[src/rtl/frame_loader_pkg.sv]
// Shared frame geometry defaults and the loader FSM encoding, used by the
// frame loader and the display path.
package frame_loader_pkg;

  localparam int IMG_W_DEF  = 300;
  localparam int IMG_H_DEF  = 200;
  localparam int ADDR_W_DEF = 16;
  localparam int PIX_W_DEF  = 12;

  typedef enum logic [2:0] {
    ST_IDLE = 3'd0,
    ST_HI   = 3'd1,
    ST_LO   = 3'd2,
    ST_WR   = 3'd3,
    ST_DONE = 3'd4
  } state_t;

endpackage

[src/rtl/frame_loader.sv]
// Streams byte pairs into 4:4:4 pixels and writes them linearly into the
// frame memory, one pixel per three clocks at best.
module frame_loader
  import frame_loader_pkg::*;
#(
  parameter int IMG_W  = IMG_W_DEF,
  parameter int IMG_H  = IMG_H_DEF,
  parameter int ADDR_W = ADDR_W_DEF,
  parameter int PIX_W  = PIX_W_DEF
) (
  input  logic              clk,
  input  logic              reset,
  input  logic              start,
  input  logic              abort,
  input  logic [7:0]        s_data,
  input  logic              s_valid,
  output logic              s_ready,
  output logic              mem_en,
  output logic              mem_we,
  output logic [ADDR_W-1:0] mem_addr,
  output logic [PIX_W-1:0]  mem_din,
  output logic              busy,
  output logic              done
);

  localparam logic [ADDR_W-1:0] LAST_ADDR = ADDR_W'(IMG_W * IMG_H - 1);

  state_t            state_q, state_d;
  logic [ADDR_W-1:0] cnt_q, cnt_d;
  logic [ADDR_W-1:0] addr_q, addr_d;
  logic [PIX_W-1:0]  din_q, din_d;
  logic [7:0]        hi_q, hi_d;
  logic              xfer;

  // Every output is a decode of registered state, so none can glitch on inputs.
  assign s_ready  = (state_q == ST_HI) || (state_q == ST_LO);
  assign mem_en   = (state_q == ST_WR);
  assign mem_we   = (state_q == ST_WR);
  assign busy     = (state_q != ST_IDLE);
  assign done     = (state_q == ST_DONE);
  assign mem_addr = addr_q;
  assign mem_din  = din_q;
  assign xfer     = s_valid & s_ready;

  always_comb begin
    state_d = state_q;
    cnt_d   = cnt_q;
    addr_d  = addr_q;
    din_d   = din_q;
    hi_d    = hi_q;
    if (abort) begin
      state_d = ST_IDLE;
    end else begin
      case (state_q)
        ST_IDLE: begin
          if (start) begin
            cnt_d   = '0;
            state_d = ST_HI;
          end
        end
        ST_HI: begin
          if (xfer) begin
            hi_d    = s_data;
            state_d = ST_LO;
          end
        end
        ST_LO: begin
          // Address/data are latched here so they stay stable after WR.
          if (xfer) begin
            addr_d  = cnt_q;
            din_d   = PIX_W'({hi_q, s_data[3:0]});
            state_d = ST_WR;
          end
        end
        ST_WR: begin
          if (cnt_q == LAST_ADDR) begin
            state_d = ST_DONE;
          end else begin
            cnt_d   = cnt_q + 1'b1;
            state_d = ST_HI;
          end
        end
        ST_DONE: state_d = ST_IDLE;
        default: state_d = ST_IDLE;
      endcase
    end
  end

  always_ff @(posedge clk or negedge reset) begin
    if (!reset) begin
      state_q <= ST_IDLE;
      cnt_q   <= '0;
      addr_q  <= '0;
      din_q   <= '0;
      hi_q    <= '0;
    end else begin
      state_q <= state_d;
      cnt_q   <= cnt_d;
      addr_q  <= addr_d;
      din_q   <= din_d;
      hi_q    <= hi_d;
    end
  end

endmodule

[config.mk]
export PLATFORM = sky130hd
export DESIGN_NAME = frame_loader
export DESIGN_NICKNAME = d
export VERILOG_FILES = /design/src/rtl/frame_loader_pkg.sv /design/src/rtl/frame_loader.sv
export SDC_FILE = /design/constraint.sdc
export NUM_CORES = 1
export LEC_CHECK = 0
export ABC_AREA = 1
export CAP_MARGIN = 10
export CORE_MARGIN = 5
export CORE_UTILIZATION = 30
export DETAILED_ROUTE_END_ITERATION = 16
export SYNTH_ARGS = -nofsm -noshare
export SYNTH_HDL_FRONTEND = slang
export SYNTH_SLANG_ARGS = --single-unit
export TNS_END_PERCENT = 20
[constraint.sdc]
create_clock -name clk -period 2.4 [get_ports clk]
set_input_delay 0.48 -clock clk [delete_from_list [all_inputs] [get_ports clk]]
set_output_delay 0.48 -clock clk [all_outputs]
set_load 0.02 [all_outputs]
==> impl_metrics.yaml, run 1 <==
status:
  outcome: "finished, final reports clean"
yosys:
  synth_nets: 318
  yosysWarningCount: 0
  synth.yosys.seq_area_share: 0.5133
  synth_cell_type_count: 24
  post_synth_inst_count: 304
  register_bit_count_reported_by_yosys: 55
  syn_area_um2: 2681
  avgSynthCellArea_um2: 8.820
clocking:
  clockBufferDepth: 2
  number_of_buffers_inserted_during_clock_tree_synthesis: 5
  cts_resized: 0
  clk_pin_slew_ps: 90
  tritoncts: "built"
  h-tree-depth: 2
  worst_skew_pair.late_latency_ps: 300
  clock_tree.root_cell: "sky130_fd_sc_hd__clkbuf_8"
  post-cts-setup-buffer-count: 0
  postCtsHoldBufs: 0
  clock-sinks: 55
die:
  die_x_um: 104.5
  initial_utilization: 0.3075
  die-height_um: 104.5
  dieArea_um2: 10930
  placeableCoreArea_um2: 8721
  placement_rows: 34
  pin_count: 46
route:
  dr.pass1.iters: 4
  detailroute.via_count: 2091
  antenna_left: 0
  drt-vias-per-instance: 4.586
  detail_route.wl_per_cell_um: 12.28
  drc_errors: 0
  wl_mm: 5.598
  detail_route.iter0.violations: 124
placement:
  numPortBuffers: 45
  gp_congestion: 0.8269
  placed_area_um2: 3193
  dp_wirelength_mm: 4.137
global_route:
  remaining_global_route_overflow: 0
  grt_max_degree: 56
  grt_pass1_wl_mm: 9.770
  antenna_found_initial: 0
  track_usage: 0.1058
  number_of_global_route_vias_before_repair: 2068
timing:
  timing.final.max_slew_violations: 0
  worst-slew-pin-transition_ps: 685.9
  final_hold_viol_count: 0
  setup_viol: 0
  setup_total_negative_slack_ps: 0
  max_slew_margin: 0.5428
  period_needed_ps: 2209
  rsz0062_at_grt: "false"
  finClkSkew_ps: 3.523
  achievable-frequency_mhz: 452.6
  post-route-period-util: 0.9205
cells_and_area:
  fraction_of_layout_cells_with_a_size_suffix_above_1: 0.1437
  finalInstanceArea_um2: 3299
  layout_commonest_cell: "sky130_fd_sc_hd__nand2_1"
  nets: 362
  fin_util: 0.3783
  antenna_cells_inserted: 0
  mostFrequentLayoutCells: "83 x sky130_fd_sc_hd__nand2_1, 55 x sky130_fd_sc_hd__dfrtp_1, 44 x sky130_fd_sc_hd__clkdlybuf4s50_1"
  layout-area-overhead-vs-synth_pct: 23.05
pwr:
  leakage_nw: 1.472
  power.density_nw_per_um2: 739.8
  max-vdd-ir-drop_uv: 237.1
worst_setup_path:
  timing.critical_path.arrival_ps: 1730
  crit_fanout: 5
  critPathLaunchType: "flip-flop"
  cp_data_required_time_ps: 1920
  end_kind: "primary output"
  ff2ff_path_depth: 8
  critical_path_class: "reg2out"
flow_run:
  max-cap-violations: 0
hold_path:
  hold_path_class: "in2async"
final cells by class:
cell class	instances	area, um^2
clock buffers	5	68.82
clock inverters	2	37.54
fillers	866	5421
inverters	31	116.4
multi-input cells	208	1105
flip-flops and latches	55	1376
well taps	108	135.1
repair buffers	47	460.4
cells in the mapped netlist, drive strengths merged:
cell | count | share of area
mux2 | 13 | 0.055
or2 | 1 | 0.0023
clkbuf | 1 | 0.0014
a21oi | 3 | 0.0056
o21ai | 38 | 0.091
nand2 | 88 | 0.13
dfrtp | 55 | 0.51
ha | 1 | 0.0047
nand4 | 7 | 0.016
xor2 | 3 | 0.0098
nor2 | 25 | 0.037
nor3 | 3 | 0.0056
buf | 9 | 0.030
nand3 | 26 | 0.054
inv | 31 | 0.043
kinds of logic after synthesis:
| kind of cell | synth area share |
|---|---|
| flip-flops | 0.5133 |
| AO/OA/AOI/OAI | 0.09613 |
| adder cells (fa/ha/maj) | 0.004666 |
| AND/OR/NAND/NOR | 0.2468 |
| XOR/XNOR | 0.009801 |
| multiplexers | 0.05460 |
| buffers and inverters | 0.07466 |
critical path, cell delays in order (launching register included):
cell                              delay (ps)
sky130_fd_sc_hd__dfrtp_1                 440
sky130_fd_sc_hd__nor2_2                  150
sky130_fd_sc_hd__nand2_1                 110
sky130_fd_sc_hd__nand2_1                 120
sky130_fd_sc_hd__clkdlybuf4s50_1         610
where the power goes:
group | switching, mW | total, mW | leakage [nW] | internal (mW)
clock network | 0.288 | 0.593 | 0.0502 | 0.305
logic | 0.351 | 0.666 | 0.682 | 0.314
registers | 0.0901 | 1.18 | 0.740 | 1.09
layer usage:
layer / up-vias / GRT usage / share of wire
met4: 0 / 0.02590 / 0.011
met3: 7 / 0.03268 / 0.045
met1: 980 / 0.1343 / 0.47
met2: 40 / 0.1760 / 0.48
li1: 1064 / - / -
met5: - / 0 / 0
registers in the layout, summed over array words and instances (netlist names):
register / flops
cnt_q: 16
mem_din: 12
state_q: 3
hi_q: 8
mem_addr: 16
final timing paths:
kind                                  from          to  slack [ps]
worst max-delay path            state_q[0]     s_ready         190
worst min-delay path                 reset  mem_din[8]         310
worst max register to register    cnt_q[0]    cnt_q[7]         540
worst min register to register  mem_din[3]  mem_din[3]         490
max in group asynchronous            reset   cnt_q[12]        1650
min in group clk                mem_din[3]  mem_din[3]         490
through the flow:
step                instances  setup WS [ps]  hold WS [ps]  power, mW
finish                    456          190.8         306.0      2.441
global route              456          104.6         359.6      2.594
CTS                       456          183.7         322.5      2.477
detailed placement        449          368.0         472.8      1.878
global placement          449          381.7         465.9      1.861
floorplan                 304          811.5         184.4      1.589
No activity file was read; power rests on OpenSTA's default activity.
==> inputs of run 2 (changes only) <==
--- a/config.mk
+++ b/config.mk
@@ -10,6 +10,8 @@
 export CORE_MARGIN = 5
 export CORE_UTILIZATION = 30
 export DETAILED_ROUTE_END_ITERATION = 16
+export HOLD_SLACK_MARGIN = 0.15
+export REMOVE_ABC_BUFFERS = 1
 export SYNTH_ARGS = -nofsm -noshare
 export SYNTH_HDL_FRONTEND = slang
 export SYNTH_SLANG_ARGS = --single-unit
==> run 2 against run 1 <==
Clock skew grew 1.4 ps; power grew 0.95%; routed wire length shrank 0.48%; critical path depth is the same; via count grew 0.57%; first-iteration DRC count shrank 3.2%; die area is the same; fmax shrank 0.98%; critical path type unchanged; largest cell class unchanged.
==> impl_metrics.yaml, run 2 (synthesis gave the netlist of run 1 again) <==
global_route:
  grt-busiest-layer: "met2"
  global_route.usage.met2: 0.1738
  grt_max_degree: 47
  track_usage: 0.1062
  grt_util_met3: 0.03268
  number_of_global_route_vias_before_repair: 2133
  antenna_found_initial: 0
  remaining_global_route_overflow: 0
  met1_usage: 0.1393
  grt_pass1_wl_mm: 9.901
route:
  antenna_left: 0
  drt-vias-per-instance: 4.602
  detail_route.iter0.violations: 120
  detailroute.via_count: 2103
  dr.pass1.iters: 4
  detail_route.wl_per_cell_um: 12.19
  wl_mm: 5.571
  drc_errors: 0
die:
  die-height_um: 104.5
  initial_utilization: 0.3075
  placement_rows: 34
  placeableCoreArea_um2: 8721
  die_x_um: 104.5
  pin_count: 46
  dieArea_um2: 10930
cells_and_area:
  fraction_of_layout_cells_with_a_size_suffix_above_1: 0.1461
  mostFrequentLayoutCells: "83 x sky130_fd_sc_hd__nand2_1, 55 x sky130_fd_sc_hd__dfrtp_1, 44 x sky130_fd_sc_hd__clkdlybuf4s50_1"
  finalInstanceArea_um2: 3318
  layout.filler_cells: 880
  nets: 362
  layout-area-overhead-vs-synth_pct: 23.75
  fin_util: 0.3805
  layout_commonest_cell: "sky130_fd_sc_hd__nand2_1"
  antenna_cells_inserted: 0
timing:
  rsz0062_at_grt: "false"
  period_needed_ps: 2231
  worst-slew-pin-transition_ps: 595.2
  fin_worst_hold_slack_ps: 163.5
  finClkSkew_ps: 4.937
  post-route-period-util: 0.9296
  timing.final.max_slew_violations: 0
  setup_total_negative_slack_ps: 0
  setup_viol: 0
  max_slew_margin: 0.6032
  final_hold_viol_count: 0
  achievable-frequency_mhz: 448.2
clocking:
  clockBufferDepth: 2
  clk_pin_slew_ps: 100
  post-cts-setup-buffer-count: 0
  clock_tree.root_cell: "sky130_fd_sc_hd__clkbuf_8"
  number_of_buffers_inserted_during_clock_tree_synthesis: 5
  tritoncts: "built"
  postCtsHoldBufs: 0
  clock-sinks: 55
  worst_skew_pair.late_latency_ps: 310
  h-tree-depth: 2
  cts_resized: 0
worst_setup_path:
  critical_path_class: "reg2out"
  critPathLaunchType: "flip-flop"
  critPathMaxStageDelay_ps: 620
  end_kind: "primary output"
  timing.critical_path.arrival_ps: 1750
  critical_path_cell_with_the_highest_stage_delay: "sky130_fd_sc_hd__clkdlybuf4s50_1"
  crit_fanout: 5
  critPathTopFamily: "buffers and inverters"
  crit_buf_inv: 1
  crit_chain: "nor2_2, nand2_1, nand2_1, clkdlybuf4s50_1"
  critical_path.most_common_cell: "sky130_fd_sc_hd__nand2_1"
  cp_data_required_time_ps: 1920
pwr:
  power.density_nw_per_um2: 742.7
  max-vdd-ir-drop_uv: 266.7
  leakage_nw: 1.485
placement:
  dp_wirelength_mm: 4.125
  numPortBuffers: 45
  placed_area_um2: 3206
  gp_congestion: 0.8450
flow_run:
  max-cap-violations: 0
status:
  outcome: "finished, final reports clean"
hold_path:
  hold_path_class: "in2async"
## run 2: area by class of cell
cell class                 count  area [um^2]  area share
timing repair buffer          47        473.0      0.1425
sequential                    55         1376      0.4148
multi-input combinational    208         1105      0.3330
clock buffer                   5        68.82     0.02074
tap                          108        135.1     0.04072
inverter                      31        116.4     0.03507
clock inverter                 3        43.79     0.01320
## run 2: per-stage QoR
step	instances	total power [mW]	setup slack (ps)
finish	457	2.464	168.9
global route	457	2.618	37.11
CTS	457	2.503	150.0
detailed placement	449	1.885	339.9
global placement	449	1.862	369.7
floorplan	294	1.557	773.3
## run 2: path summary, 6_finish.rpt
path / from / end / slack, ps / depth (start not counted)
max: state_q[0] / s_ready / 170 / 4
min: reset / mem_din[8] / 160 / 1
max reg2reg: cnt_q[0] / cnt_q[7] / 550 / 8
min reg2reg: hi_q[1] / hi_q[1] / 490 / 2
max in group asynchronous: reset / cnt_q[7] / 1670 / 2
min in group clk: hi_q[1] / hi_q[1] / 490 / 2
## run 2: power breakdown
part	switching (mW)	leakage, nW	internal, mW
registers	0.0877	0.740	1.09
logic	0.352	0.687	0.317
clock network	0.305	0.0581	0.311
## run 2: routing by layer
| metal | wire length [um] | vias up |
|---|---|---|
| li1 | - | 1062 |
| met1 | 2590 | 991 |
| met4 | 54 | 0 |
| met3 | 297 | 6 |
| met2 | 2628 | 44 |
| met5 | 0 | - |
==> inputs of run 3 (changes only) <==
--- a/config.mk
+++ b/config.mk
@@ -12,6 +12,7 @@
 export DETAILED_ROUTE_END_ITERATION = 16
 export HOLD_SLACK_MARGIN = 0.15
 export REMOVE_ABC_BUFFERS = 1
+export SLEW_MARGIN = 20
 export SYNTH_ARGS = -nofsm -noshare
 export SYNTH_HDL_FRONTEND = slang
 export SYNTH_SLANG_ARGS = --single-unit
==> constraint.sdc (replaced) <==
create_clock -name clk -period 2.9 [get_ports clk]
set_input_delay 0.58 -clock clk [delete_from_list [all_inputs] [get_ports clk]]
set_output_delay 0.58 -clock clk [all_outputs]
set_load 0.02 [all_outputs]
==> run 3 against run 2 <==
Clock skew up 4.6 ps; cell count down 0.22%; non-clock buffer count down 1; via count down 1.5%; sequential power down 17%; sequential share of layout area up 0.27 points; die area unchanged; largest cell class unchanged.
==> impl_metrics.yaml, run 3 (synthesis gave the netlist of run 1 again) <==
timing:
  max_slew_margin: 0.6023
  finClkSkew_ps: 9.509
  post-route-period-util: 0.8538
  period_needed_ps: 2476
  setup_total_negative_slack_ps: 0
  final_hold_viol_count: 0
  achievable-frequency_mhz: 403.9
  rsz0062_at_grt: "false"
  timing.final.max_slew_violations: 0
  fin_worst_hold_slack_ps: 261.5
  worst-slew-pin-transition_ps: 596.6
  setup_viol: 0
  finalWorstSetupSlack_ps: 423.9
clocking:
  post-cts-setup-buffer-count: 0
  clk_pin_slew_ps: 100
  number_of_buffers_inserted_during_clock_tree_synthesis: 5
  cts_resized: 0
  postCtsHoldBufs: 0
  clockBufferDepth: 2
  clock_tree.root_cell: "sky130_fd_sc_hd__clkbuf_8"
  h-tree-depth: 2
  tritoncts: "built"
  worst_skew_pair.late_latency_ps: 310
  clock-sinks: 55
worst_setup_path:
  timing.critical_path.arrival_ps: 1900
  critPathMaxStageDelay_ps: 670
  critPathLaunchType: "flip-flop"
  end_kind: "primary output"
  crit_fanout: 17
  crit_chain: "inv_1, nand3_2, inv_2, clkdlybuf4s50_1"
  critical_path_class: "reg2out"
  critical_path_cell_with_the_highest_stage_delay: "sky130_fd_sc_hd__clkdlybuf4s50_1"
  cp_data_required_time_ps: 2320
die:
  die-height_um: 104.5
  dieArea_um2: 10930
  placement_rows: 34
  initial_utilization: 0.3075
  die_x_um: 104.5
  pin_count: 46
  placeableCoreArea_um2: 8721
cells_and_area:
  nets: 361
  layoutNonFillerInstCount: 456
  layout_commonest_cell: "sky130_fd_sc_hd__nand2_1"
  layout-area-overhead-vs-synth_pct: 22.96
  mostFrequentLayoutCells: "83 x sky130_fd_sc_hd__nand2_1, 55 x sky130_fd_sc_hd__dfrtp_1, 44 x sky130_fd_sc_hd__clkdlybuf4s50_1"
  antenna_cells_inserted: 0
  fraction_of_layout_cells_with_a_size_suffix_above_1: 0.1437
pwr:
  max-vdd-ir-drop_uv: 210.3
  power.density_nw_per_um2: 600.9
  leakage_nw: 1.468
  fin_total_pwr_mw: 1.981
global_route:
  number_of_global_route_vias_before_repair: 2061
  grt_pass1_wl_mm: 9.735
  remaining_global_route_overflow: 0
  grt_max_degree: 47
  track_usage: 0.1048
  antenna_found_initial: 0
route:
  wl_mm: 5.596
  antenna_left: 0
  drt-vias-per-instance: 4.542
  dr.pass1.iters: 4
  detail_route.iter0.violations: 109
  detail_route.wl_per_cell_um: 12.27
  drc_errors: 0
  detailroute.via_count: 2071
placement:
  gp_congestion: 0.8296
  dp_wirelength_mm: 4.113
  numPortBuffers: 45
  worst_case_setup_slack_after_placement_ps: 725.6
  post-place-cells: 448
flow_run:
  max-cap-violations: 0
status:
  outcome: "finished, final reports clean"
hold_path:
  hold_path_class: "in2async"
run 3: where the power goes:
group          internal (mW)  switching [mW]  leakage [nW]
clock                  0.196           0.255        0.0474
sequential             0.904          0.0737         0.740
combinational          0.261           0.292         0.681
total                   1.36           0.621          1.47
run 3: worst paths after layout:
path | from | endpoint | slack [ps] | cells after the start
hold / removal | reset | mem_din[8] | 260 | 1
setup reg to reg | cnt_q[0] | cnt_q[8] | 980 | 8
max in group asynchronous | reset | cnt_q[15] | 2070 | 2
setup / recovery | state_q[2] | mem_en | 420 | 4
min in group clk | hi_q[1] | hi_q[1] | 490 | 2
hold reg to reg | hi_q[1] | hi_q[1] | 490 | 2
run 3: area by class of cell:
class	instances	area, um^2
multi-input cells	208	1105
clock inverters	2	16.27
well taps	108	135.1
inverters	31	116.4
flip-flops and latches	55	1376
clock buffers	6	82.58
repair buffers	46	465.4
fillers	917	5424
run 3: layer usage:
metal  vias up  GRT usage  share of wire
li1       1064          -              -
met1       958     0.1391           0.49
met2        43     0.1679           0.44
met3         6    0.03268          0.055
met4         0    0.02498         0.0075
met5         -          0              0
run 3: stage by stage:
stage          utilization  area [um^2]
2_1_floorplan            -         2597
3_3_place_gp        0.3667         3198
3_5_place_dp        0.3667         3198
4_1_cts             0.3780         3297
5_1_grt             0.3780         3297
6_report            0.3780         3297
run 3: critical path, delay by kind of cell (launching register included):
kind | cells | cell delay (ps)
DFF | 1 | 400
buffers and inverters | 3 | 1070
and+or+nand+nor | 1 | 120
